[config.mk]
export PLATFORM = sky130hd
export DESIGN_NAME = game_ctrl
export DESIGN_NICKNAME = d
export VERILOG_FILES = /design/src/rtl/game_pkg.sv /design/src/rtl/game_lfsr.sv /design/src/rtl/game_ctrl.sv
export SDC_FILE = /design/constraint.sdc
export NUM_CORES = 1
export LEC_CHECK = 0
export BUFFER_PORTS_ARGS = -buffer_cell sky130_fd_sc_hd__buf_4
export CORE_MARGIN = 2
export CORE_UTILIZATION = 33
export DETAILED_ROUTE_END_ITERATION = 6
export SYNTH_ARGS = -nofsm -noshare
export SYNTH_HDL_FRONTEND = slang
export SYNTH_HIERARCHICAL = 1
export SYNTH_SLANG_ARGS = --single-unit
[constraint.sdc]
create_clock -name clk_i -period 3.04 [get_ports clk_i]
set_input_delay 0.456 -clock clk_i [delete_from_list [all_inputs] [get_ports clk_i]]
set_output_delay 0.456 -clock clk_i [all_outputs]
set_load 0.03 [all_outputs]
[src/rtl/game_pkg.sv]
// game_pkg: shared types and constants for the symbol-matching game.
// Holds the FSM state enum and the LFSR width, seed and tap mask.
package game_pkg;

    localparam int LFSR_W = 16;
    localparam logic [LFSR_W-1:0] LFSR_SEED = 16'hACE1;
    // x^16 + x^14 + x^13 + x^11 + 1 -> bits 15, 13, 12, 10
    localparam logic [LFSR_W-1:0] LFSR_TAPS = 16'hB400;

    typedef enum logic [1:0] {
        IDLE,
        LOAD,
        PLAY,
        RESULT
    } state_e;

    function automatic logic lfsr_fb(input logic [LFSR_W-1:0] v);
        return ^(v & LFSR_TAPS);
    endfunction

endpackage

[src/rtl/game_lfsr.sv]
// game_lfsr: free-running 16-bit Fibonacci LFSR, seeded on reset.
// Ports: clk_i, s_rst_n_i (sync, active-low), lfsr_o (current state).
module game_lfsr
    import game_pkg::*;
(
    input  logic              clk_i,
    input  logic              s_rst_n_i,
    output logic [LFSR_W-1:0] lfsr_o
);

    always_ff @(posedge clk_i) begin
        if (!s_rst_n_i) begin
            lfsr_o <= LFSR_SEED;
        end else begin
            lfsr_o <= {lfsr_o[LFSR_W-2:0], lfsr_fb(lfsr_o)};
        end
    end

endmodule

[src/rtl/game_ctrl.sv]
// game_ctrl: round sequencer - draws symbols, times rounds, judges guesses,
// tracks score/lives and reports the outcome.
// Ports: clk_i, s_rst_n_i (sync, active-low), start_i, guess_i,
//   guess_valid_i in; current_symbol_o, user_in_game_o,
//   user_win_nlost_o, score_o out (all registered).
// Option: GAME_CTRL_SPEEDUP_EN shrinks the round limit by 1/8 per hit,
//   floored at MIN_ROUND_TICKS.
module game_ctrl
    import game_pkg::*;
#(
    parameter int SYMBOL_W        = 8,
    parameter int ROUND_TICKS     = 25000000,
    parameter int MIN_ROUND_TICKS = 6250000,
    parameter int RESULT_TICKS    = 50000000,
    parameter int WIN_SCORE       = 8,
    parameter int LIVES           = 3
) (
    input  logic                         clk_i,
    input  logic                         s_rst_n_i,
    input  logic                         start_i,
    input  logic [SYMBOL_W-1:0]          guess_i,
    input  logic                         guess_valid_i,
    output logic [SYMBOL_W-1:0]          current_symbol_o,
    output logic                         user_in_game_o,
    output logic                         user_win_nlost_o,
    output logic [$clog2(WIN_SCORE+1)-1:0] score_o
);

    localparam int LIM_MAX = (MIN_ROUND_TICKS > ROUND_TICKS)
                           ? MIN_ROUND_TICKS : ROUND_TICKS;
    localparam int SCORE_W = $clog2(WIN_SCORE + 1);
    localparam int LIVES_W = $clog2(LIVES + 1);
    localparam int RND_W   = $clog2(LIM_MAX + 1);
    localparam int RES_W   = $clog2(RESULT_TICKS + 1);

    state_e              state;
    logic [LFSR_W-1:0]   lfsr;
    logic [LIVES_W-1:0]  lives;
    logic [RND_W-1:0]    round_limit;
    logic [RND_W-1:0]    rnd_cnt;
    logic [RES_W-1:0]    res_cnt;

    logic [SYMBOL_W-1:0] new_sym;
    logic [SCORE_W-1:0]  score_inc;
    logic [LIVES_W-1:0]  lives_dec;
    logic [RND_W-1:0]    lim_next;
    logic                timeout;
    logic                hit;
    logic                miss;
    logic                unused_lfsr;

    game_lfsr u_lfsr (
        .clk_i     (clk_i),
        .s_rst_n_i (s_rst_n_i),
        .lfsr_o    (lfsr)
    );

    assign unused_lfsr = ^lfsr;

    // Zero is reserved for "no symbol", so a zero draw becomes 1.
    assign new_sym = (lfsr[SYMBOL_W-1:0] == '0)
                   ? SYMBOL_W'(1) : lfsr[SYMBOL_W-1:0];

    assign score_inc = score_o + SCORE_W'(1);
    assign lives_dec = lives - LIVES_W'(1);
    assign timeout   = (rnd_cnt == round_limit - RND_W'(1));
    // A guess arriving on the timeout cycle takes precedence.
    assign hit  = guess_valid_i && (guess_i == current_symbol_o);
    assign miss = (guess_valid_i && !hit) || (!guess_valid_i && timeout);

`ifdef GAME_CTRL_SPEEDUP_EN
    logic [RND_W-1:0] lim_dec;
    assign lim_dec  = round_limit - (round_limit >> 3);
    assign lim_next = (lim_dec < RND_W'(MIN_ROUND_TICKS))
                    ? RND_W'(MIN_ROUND_TICKS) : lim_dec;
`else
    assign lim_next = round_limit;
`endif

    always_ff @(posedge clk_i) begin
        if (!s_rst_n_i) begin
            state            <= IDLE;
            current_symbol_o <= '0;
            user_in_game_o   <= 1'b0;
            user_win_nlost_o <= 1'b0;
            score_o          <= '0;
            lives            <= '0;
            round_limit      <= RND_W'(ROUND_TICKS);
            rnd_cnt          <= '0;
            res_cnt          <= '0;
        end else begin
            unique case (state)
                IDLE: begin
                    if (start_i) begin
                        state            <= LOAD;
                        score_o          <= '0;
                        lives            <= LIVES_W'(LIVES);
                        round_limit      <= RND_W'(ROUND_TICKS);
                        user_win_nlost_o <= 1'b0;
                        user_in_game_o   <= 1'b1;
                    end
                end
                LOAD: begin
                    current_symbol_o <= new_sym;
                    rnd_cnt          <= '0;
                    state            <= PLAY;
                end
                PLAY: begin
                    rnd_cnt <= rnd_cnt + RND_W'(1);
                    unique case (1'b1)
                        hit: begin
                            score_o     <= score_inc;
                            round_limit <= lim_next;
                            if (score_inc == SCORE_W'(WIN_SCORE)) begin
                                state            <= RESULT;
                                user_win_nlost_o <= 1'b1;
                                user_in_game_o   <= 1'b0;
                                current_symbol_o <= '0;
                                res_cnt          <= '0;
                            end else begin
                                state <= LOAD;
                            end
                        end
                        miss: begin
                            lives <= lives_dec;
                            if (lives_dec == '0) begin
                                state            <= RESULT;
                                user_win_nlost_o <= 1'b0;
                                user_in_game_o   <= 1'b0;
                                current_symbol_o <= '0;
                                res_cnt          <= '0;
                            end else begin
                                state <= LOAD;
                            end
                        end
                        default: ;
                    endcase
                end
                RESULT: begin
                    if (res_cnt == RES_W'(RESULT_TICKS - 1)) begin
                        state <= IDLE;
                    end else begin
                        res_cnt <= res_cnt + RES_W'(1);
                    end
                end
                default: state <= IDLE;
            endcase
        end
    end

endmodule
==> results.md, run 1 <==
* DP Worst Slack at 0.394 ns
* Worst slew margin at 0.478
* Num ports at 26
* Crit end category: register
* Vias in the first global route at 3420
* Cell area after synthesis at 0.00420 sq mm
* Row count at 41
* Critical Path, Cell by Cell: ha_1 > or4bb_1 > nor3_2 > a31o_4 > a311o_2 > nand2_2 > o41ai_1
* CTS clk-pin slew, worst paths at 0.07 ns
* Global-route wire length before repair at 16200 um
* Inserted Diodes at 0
* Total core area at 0.0125 sq mm
* Highest-count cells in the layout ignoring fill and taps: dfxtp_1, nand2_1, nor2_1, buf_4, xnor2_1
* H-tree levels at 3
* Design internal power at 2.11 mW
* Wire length per cell at 14.0 um
* Synthesized Nets at 503
* Placed cells at 666
* Post-DP HPWL at 6540 um
* FMAX at 0.378 GHz
* Inserted Clock Buffers at 9
* Final WS setup at 0.397 ns
* Fin cells at 682
* Sw frac at 0.328
* Post-synth EDFFs at 0
* Die H at 117 um
* Number of antenna violations at the first check in global routing at 0
* Arr. time, crit path at 2.86 ns
* Sequential share of the synthesized area at 0.406
* Pwr/cell area at 650 mW/mm^2
* Top cells by area, synth: dfxtp_1, xnor2_1, nand2_1, nor2_1, a21oi_1
* Critical Path Max Stage Delay at 0.50 ns
* Total Power at 3.14 mW
* Max cap viols at 0
* Final ANT Viol Nets at 0
* Layout cells sized above 1 at 0.127
* Power share of the combinational group at 0.250
* Seq cells post-synth at 85
* Period minus WS final at 2.64 ns
* Max clock buf depth at 2
* Clock network fraction of total power at 0.349
* Via Count at 3621
* # port buffers at 25
* Via density at 5.31
* First-pass DRT Iterations at 4
* Worst-path fanout max at 22
* Fillcell total at 1269
* Postcts setup bufs at 0
* Final setup fails at 0
* HP Class: reg2reg
* Hold Vio Cnt, Final at 0
* Post-route DRC violation count at 0
* Synth Flop Type: dfxtp_1
* Starting Density at 0.335
* Area share of the largest cell type after synthesis at 0.406
* Post-synth top area cell: dfxtp_1
* Layout area overhead at 15.3%
* Crit path max-delay family: simple AND/OR/NAND/NOR gates
* CTS tree: built
* VDD IR max at 0.000496 V
* Critical Path RT at 3.26 ns
* Gpl congestion at 0.803
* Syn_area_per_cell at 8.69 sq um
* Die X at 117 um
* WS Path Type: reg2reg
* Final Slew Violations at 0
* Root buffer cell: clkbuf_16
* Hold_buf cts at 0
* Outcome: finished clean
* Worst-margin pin slew at 0.761 ns
* Clock insertion delay at the later pin of the skew report at 0.34 ns
* Maximum number of pins on one net before global-route repair at 52
* Finished layout cell area at 0.00484 sq mm
* Seq pwr share at 0.401
* CP Launch Type: register
* Leak pwr at 1.56 nW
* Die area at 0.0136 sq mm
* Gr ovfl total at 0
* Switching Power at 1.03 mW
* Cells after synthesis at 483
* Most common cell after layout, fill and taps aside: dfxtp_1
* Yosys warns at 6
* Nets@finish at 525
* Routed WL at 9570 um
* Fin Setup TNS at 0 ns
* RSZ-0062 raised after global routing: false
* CP Buf/Inv Count at 0
* GRT Resource Usage Total at 0.149
* Sink Count at 85
* Synth unique cells at 59
* Post-CTS resize count at 0
* Final worst-path cycle share at 0.869
* Slowest CP cell: or4bb_1
* FFs w/ async S/R, synth at 0
* Initial DRC count at 176
* Dpl cell area at 0.00454 sq mm
* Clock Skew at 0.00916 ns
-- power by group through the flow --
stage	Clock [mW]	Sequential, mW	Combinational (mW)
2_1_floorplan	0	1.34	0.518
3_3_place_gp	0	1.28	0.774
3_5_place_dp	0	1.29	0.790
4_1_cts	1.13	1.26	0.791
5_1_grt	1.18	1.27	0.875
6_report	1.10	1.26	0.786
-- stage by stage --
stage                      util  hold slack [ns]
after floorplan               -            0.386
after global placement    0.363            0.395
after detailed placement  0.363            0.401
after CTS                 0.386            0.417
after global routing      0.386            0.433
final                     0.386            0.412
-- worst reg2reg max path: stages, from the launching register on --
cell,delay [ns]
dfxtp_1,0.37
ha_1,0.20
or4bb_1,0.50
nor3_2,0.19
a31o_4,0.24
a311o_2,0.24
nand2_2,0.32
o41ai_1,0.46
-- cells by family after synthesis --
kind of cell,share of synthesized area
and+or+nand+nor,0.253
xor gates and xnor gates,0.0668
muxes,0.0122
adders and majority gates,0.0239
DFF,0.406
AOI/OAI and AO/OA,0.195
buffers and inverters,0.0435
-- final timing paths --
kind	from	endpoint	slack [ns]	cells past startpoint
setup reg to reg	rnd_cnt[0]	res_cnt[6]	0.40	7
setup / recovery	rnd_cnt[0]	res_cnt[6]	0.40	7
hold / removal	u_lfsr/lfsr_o[9]	u_lfsr/lfsr_o[10]	0.41	1
hold reg to reg	u_lfsr/lfsr_o[9]	u_lfsr/lfsr_o[10]	0.41	1
-- per-layer routing --
metal / part of all wire / vias up / GRT usage
li1: - / 1820 / -
met1: 0.47 / 1720 / 0.196
met2: 0.46 / 70 / 0.236
met3: 0.050 / 11 / 0.0426
met4: 0.012 / 0 / 0.0463
met5: 0 / - / 0
-- registers in the layout, summed over array words and instances (netlist names) --
| name | count |
|---|---|
| user_in_game_o | 1 |
| state | 2 |
| score_o | 4 |
| rnd_cnt | 25 |
| lives | 2 |
| user_win_nlost_o | 1 |
| current_symbol_o | 8 |
| res_cnt | 26 |
| u_lfsr/lfsr_o | 16 |
-- cells in the mapped netlist (2+ instances only) --
library cell / instances
dfxtp_1: 85
nand2_1: 50
nor2_1: 40
xnor2_1: 23
a21oi_1: 22
o21ai_1: 19
nand3_1: 17
nand4_1: 16
clkbuf_1: 15
o21ai_0: 13
nor3_1: 12
or3_1: 12
inv_1: 11
o211ai_1: 11
and2_1: 10
a211oi_1: 9
xor2_1: 9
ha_1: 8
nand2b_1: 8
o22ai_1: 7
nand4b_1: 6
buf_6: 5
nand3b_1: 5
o311ai_1: 5
a31oi_1: 4
and3_1: 4
and4_1: 4
mux2i_1: 4
o41ai_2: 4
nor4_1: 3
o31ai_1: 3
or4_1: 3
a22oi_1: 2
buf_2: 2
inv_2: 2
nor3_2: 2
nor3b_1: 2
nor4b_1: 2
o21a_1: 2
o41ai_1: 2
or4b_1: 2
-- cell type report --
type	instances	area [sq um]	share of cell area
multi-input cells	361	2310	0.478
flip-flops and latches	85	1700	0.352
repair buffers	35	263	0.0543
clock buffers	10	229	0.0473
well taps	172	215	0.0445
clock inverters	6	68.8	0.0142
inverters	13	48.8	0.0101
Note: power is estimated with default switching activity, not from simulation.
==> run 2: changes to the inputs <==
--- a/config.mk
+++ b/config.mk
@@ -6,7 +6,7 @@
 export NUM_CORES = 1
 export LEC_CHECK = 0
 export BUFFER_PORTS_ARGS = -buffer_cell sky130_fd_sc_hd__buf_4
-export CORE_MARGIN = 2
+export CORE_MARGIN = 3
 export CORE_UTILIZATION = 33
 export DETAILED_ROUTE_END_ITERATION = 6
 export SYNTH_ARGS = -nofsm -noshare
==> run 2 against run 1 <==
Effect of this change:
- cell area grew 0.18%
- critical path depth is the same
- via count shrank 1.1%
- sequential cell count is the same
- die area grew 3.5%
- critical endpoint is now res_cnt[3]
- worst setup slack gained 0.074 ns
==> results.md, run 2 (synthesized netlist as in run 1, its figures left out) <==
* Inserted Clock Buffers at 9 (unchanged)
* H-tree levels at 3 (unchanged)
* Total core area at 0.0122 sq mm (-2.4%)
* Pwr/cell area at 659 mW/mm^2 (+1.5%)
* Final core utilization at 0.397 (+0.0104)
* Row count at 40 (-2.4%)
* Post-CTS resize count at 0 (unchanged)
* Global-route wire length before repair at 16300 um (+0.59%)
* Design internal power at 2.18 mW (+3.1%)
* Critical Path RT at 3.28 ns (+0.02 ns)
* Root buffer cell: clkbuf_16
* Final WS setup at 0.471 ns (+0.0743 ns)
* Post-route DRC violation count at 0 (unchanged)
* Critical Path Max Stage Delay at 0.50 ns (about the same)
* Placed cells at 661 (-0.75%)
* Worst setup path end: res_cnt[3]
* Highest-count cells in the layout ignoring fill and taps: dfxtp_1, nand2_1, nor2_1, buf_4, xnor2_1
* Initial DRC count at 219 (+24%)
* Worst-path fanout max at 22 (unchanged)
* Max clock buf depth at 2 (unchanged)
* Fin Setup TNS at 0 ns (unchanged)
* Num ports at 26 (unchanged)
* Outcome: finished clean
* Switching Power at 1.02 mW (-1.3%)
* DP Worst Slack at 0.368 ns (-0.0261 ns)
* Via Count at 3582 (-1.1%)
* Leak pwr at 1.57 nW (+0.70%)
* GRT Resource Usage Total at 0.140 (-0.00814)
* FMAX at 0.389 GHz (+2.9%)
* Sequential Area at 0.00170 sq mm (unchanged)
* Inserted Diodes at 0 (unchanged)
* Gr ovfl total at 0 (unchanged)
* Crit end category: register
* VDD IR max at 0.000408 V (-18%)
* Largest register by flop count: res_cnt
* Fillcell total at 1272 (+0.24%)
* Routed WL at 9450 um (-1.3%)
* Maximum number of pins on one net before global-route repair at 52 (unchanged)
* Final Slew Violations at 0 (unchanged)
* Max cap viols at 0 (unchanged)
* Worst R2R Start: rnd_cnt[0]
* CTS clk-pin slew, worst paths at 0.06 ns (about the same)
* WP depth at 7 (unchanged)
* Fin cells at 677 (-0.73%)
* Wire length per cell at 14.0 um (-0.54%)
* Crit path max-delay family: simple AND/OR/NAND/NOR gates
* Worst slew margin at 0.486 (+0.00776)
* Min Hold Slack at 0.405 ns (-0.00692 ns)
* Vias in the first global route at 3306 (-3.3%)
* RSZ-0062 raised after global routing: false
* Arr. time, crit path at 2.81 ns (-0.05 ns)
* Layout cells sized above 1 at 0.128 (+0.000250)
* Clock network fraction of total power at 0.360 (+0.011)
* Critical Path, Cell by Cell: ha_1 > or4bb_1 > nor3_2 > a31o_4 > a311o_2 > nand2_2 > o41ai_1
* Worst reg2reg path endpoint: res_cnt[3]
* CP Launch Type: register
* Multi-input gate area at 0.00231 sq mm (unchanged)
* Hold Vio Cnt, Final at 0 (unchanged)
* Die area at 0.0141 sq mm (+3.5%)
* Final setup fails at 0 (unchanged)
* Post-DP HPWL at 6410 um (-1.9%)
* Worst-margin pin slew at 0.749 ns (-0.0113 ns)
* Number of antenna violations at the first check in global routing at 0 (unchanged)
* R2R cell count at 7 (unchanged)
* Via density at 5.29 (-0.35%)
* # port buffers at 25 (unchanged)
* Slowest CP cell: or4bb_1
* Sink Count at 85 (unchanged)
* CP Buf/Inv Count at 0 (unchanged)
* Final ANT Viol Nets at 0 (unchanged)
* Clock Skew at 0.0131 ns (+0.00392 ns)
* Register-to-register setup slack at 0.47 ns (+0.07 ns)
* CP Launch Point: rnd_cnt[0]
* Top flop regs: res_cnt x26, rnd_cnt x25, u_lfsr/lfsr_o x16
* Gpl congestion at 0.775 (-3.5%)
* Nets@finish at 524 (-0.19%)
* First-pass DRT Iterations at 5 (+1)
* Hold_buf cts at 0 (unchanged)
* Period minus WS final at 2.57 ns (-0.0743 ns)
* WS Path Type: reg2reg
* Die H at 119 um (+1.7%)
* Final worst-path cycle share at 0.845 (-0.0244)
* CTS tree: built
* Most common cell after layout, fill and taps aside: dfxtp_1
* Die X at 119 um (+1.7%)
* Max reg flops at 26 (unchanged)
* HP Class: reg2reg
* Layout area overhead at 15.5%
* Starting Density at 0.344 (+0.00838)
* Postcts setup bufs at 0 (unchanged)
* Sw frac at 0.318 (-0.00941)
* Seq pwr share at 0.395 (-0.006)
* Power share of the combinational group at 0.245 (-0.005)
* Clock insertion delay at the later pin of the skew report at 0.34 ns (about the same)
-- run 2: worst min path at each step --
| stage | startpoint | endpoint | cells past startpoint |
|---|---|---|---|
| CTS | u_lfsr/lfsr_o[14] | u_lfsr/lfsr_o[15] | 1 |
| finish | u_lfsr/lfsr_o[9] | u_lfsr/lfsr_o[10] | 1 |
| detailed placement | u_lfsr/lfsr_o[14] | u_lfsr/lfsr_o[15] | 1 |
| floorplan | u_lfsr/lfsr_o[9] | u_lfsr/lfsr_o[10] | 1 |
| global route | u_lfsr/lfsr_o[14] | u_lfsr/lfsr_o[15] | 1 |
| global placement | u_lfsr/lfsr_o[14] | u_lfsr/lfsr_o[15] | 1 |
-- run 2: layout make-up --
type / instances / area share
Multi-Input combinational cell: 361 / 0.477
Clock inverter: 4 / 0.0108
Tap cell: 168 / 0.0434
Clock buffer: 12 / 0.0550
Sequential cell: 85 / 0.351
Timing Repair Buffer: 34 / 0.0527
Inverter: 13 / 0.0101
-- run 2: per-layer routing --
metal  track usage  share of wire  up-vias
li1              -              -     1808
met1         0.198           0.50     1702
met2         0.203           0.44       61
met3        0.0292          0.038       11
met4        0.0673          0.022        0
met5             0              0        -
-- run 2: through the flow --
step           instance area, sq um  power (mW)
6_report                       4850        3.20
4_1_cts                        4850        3.24
2_1_floorplan                  4200        1.86
3_5_place_dp                   4530        2.07
3_3_place_gp                   4530        2.06
5_1_grt                        4850        3.38
-- run 2: power groups by stage --
stage / Combinational, mW / Clock, mW / Sequential, mW
3_5_place_dp: 0.787 / 0 / 1.29
4_1_cts: 0.791 / 1.19 / 1.26
5_1_grt: 0.879 / 1.23 / 1.27
2_1_floorplan: 0.518 / 0 / 1.34
6_report: 0.783 / 1.15 / 1.26
3_3_place_gp: 0.777 / 0 / 1.28
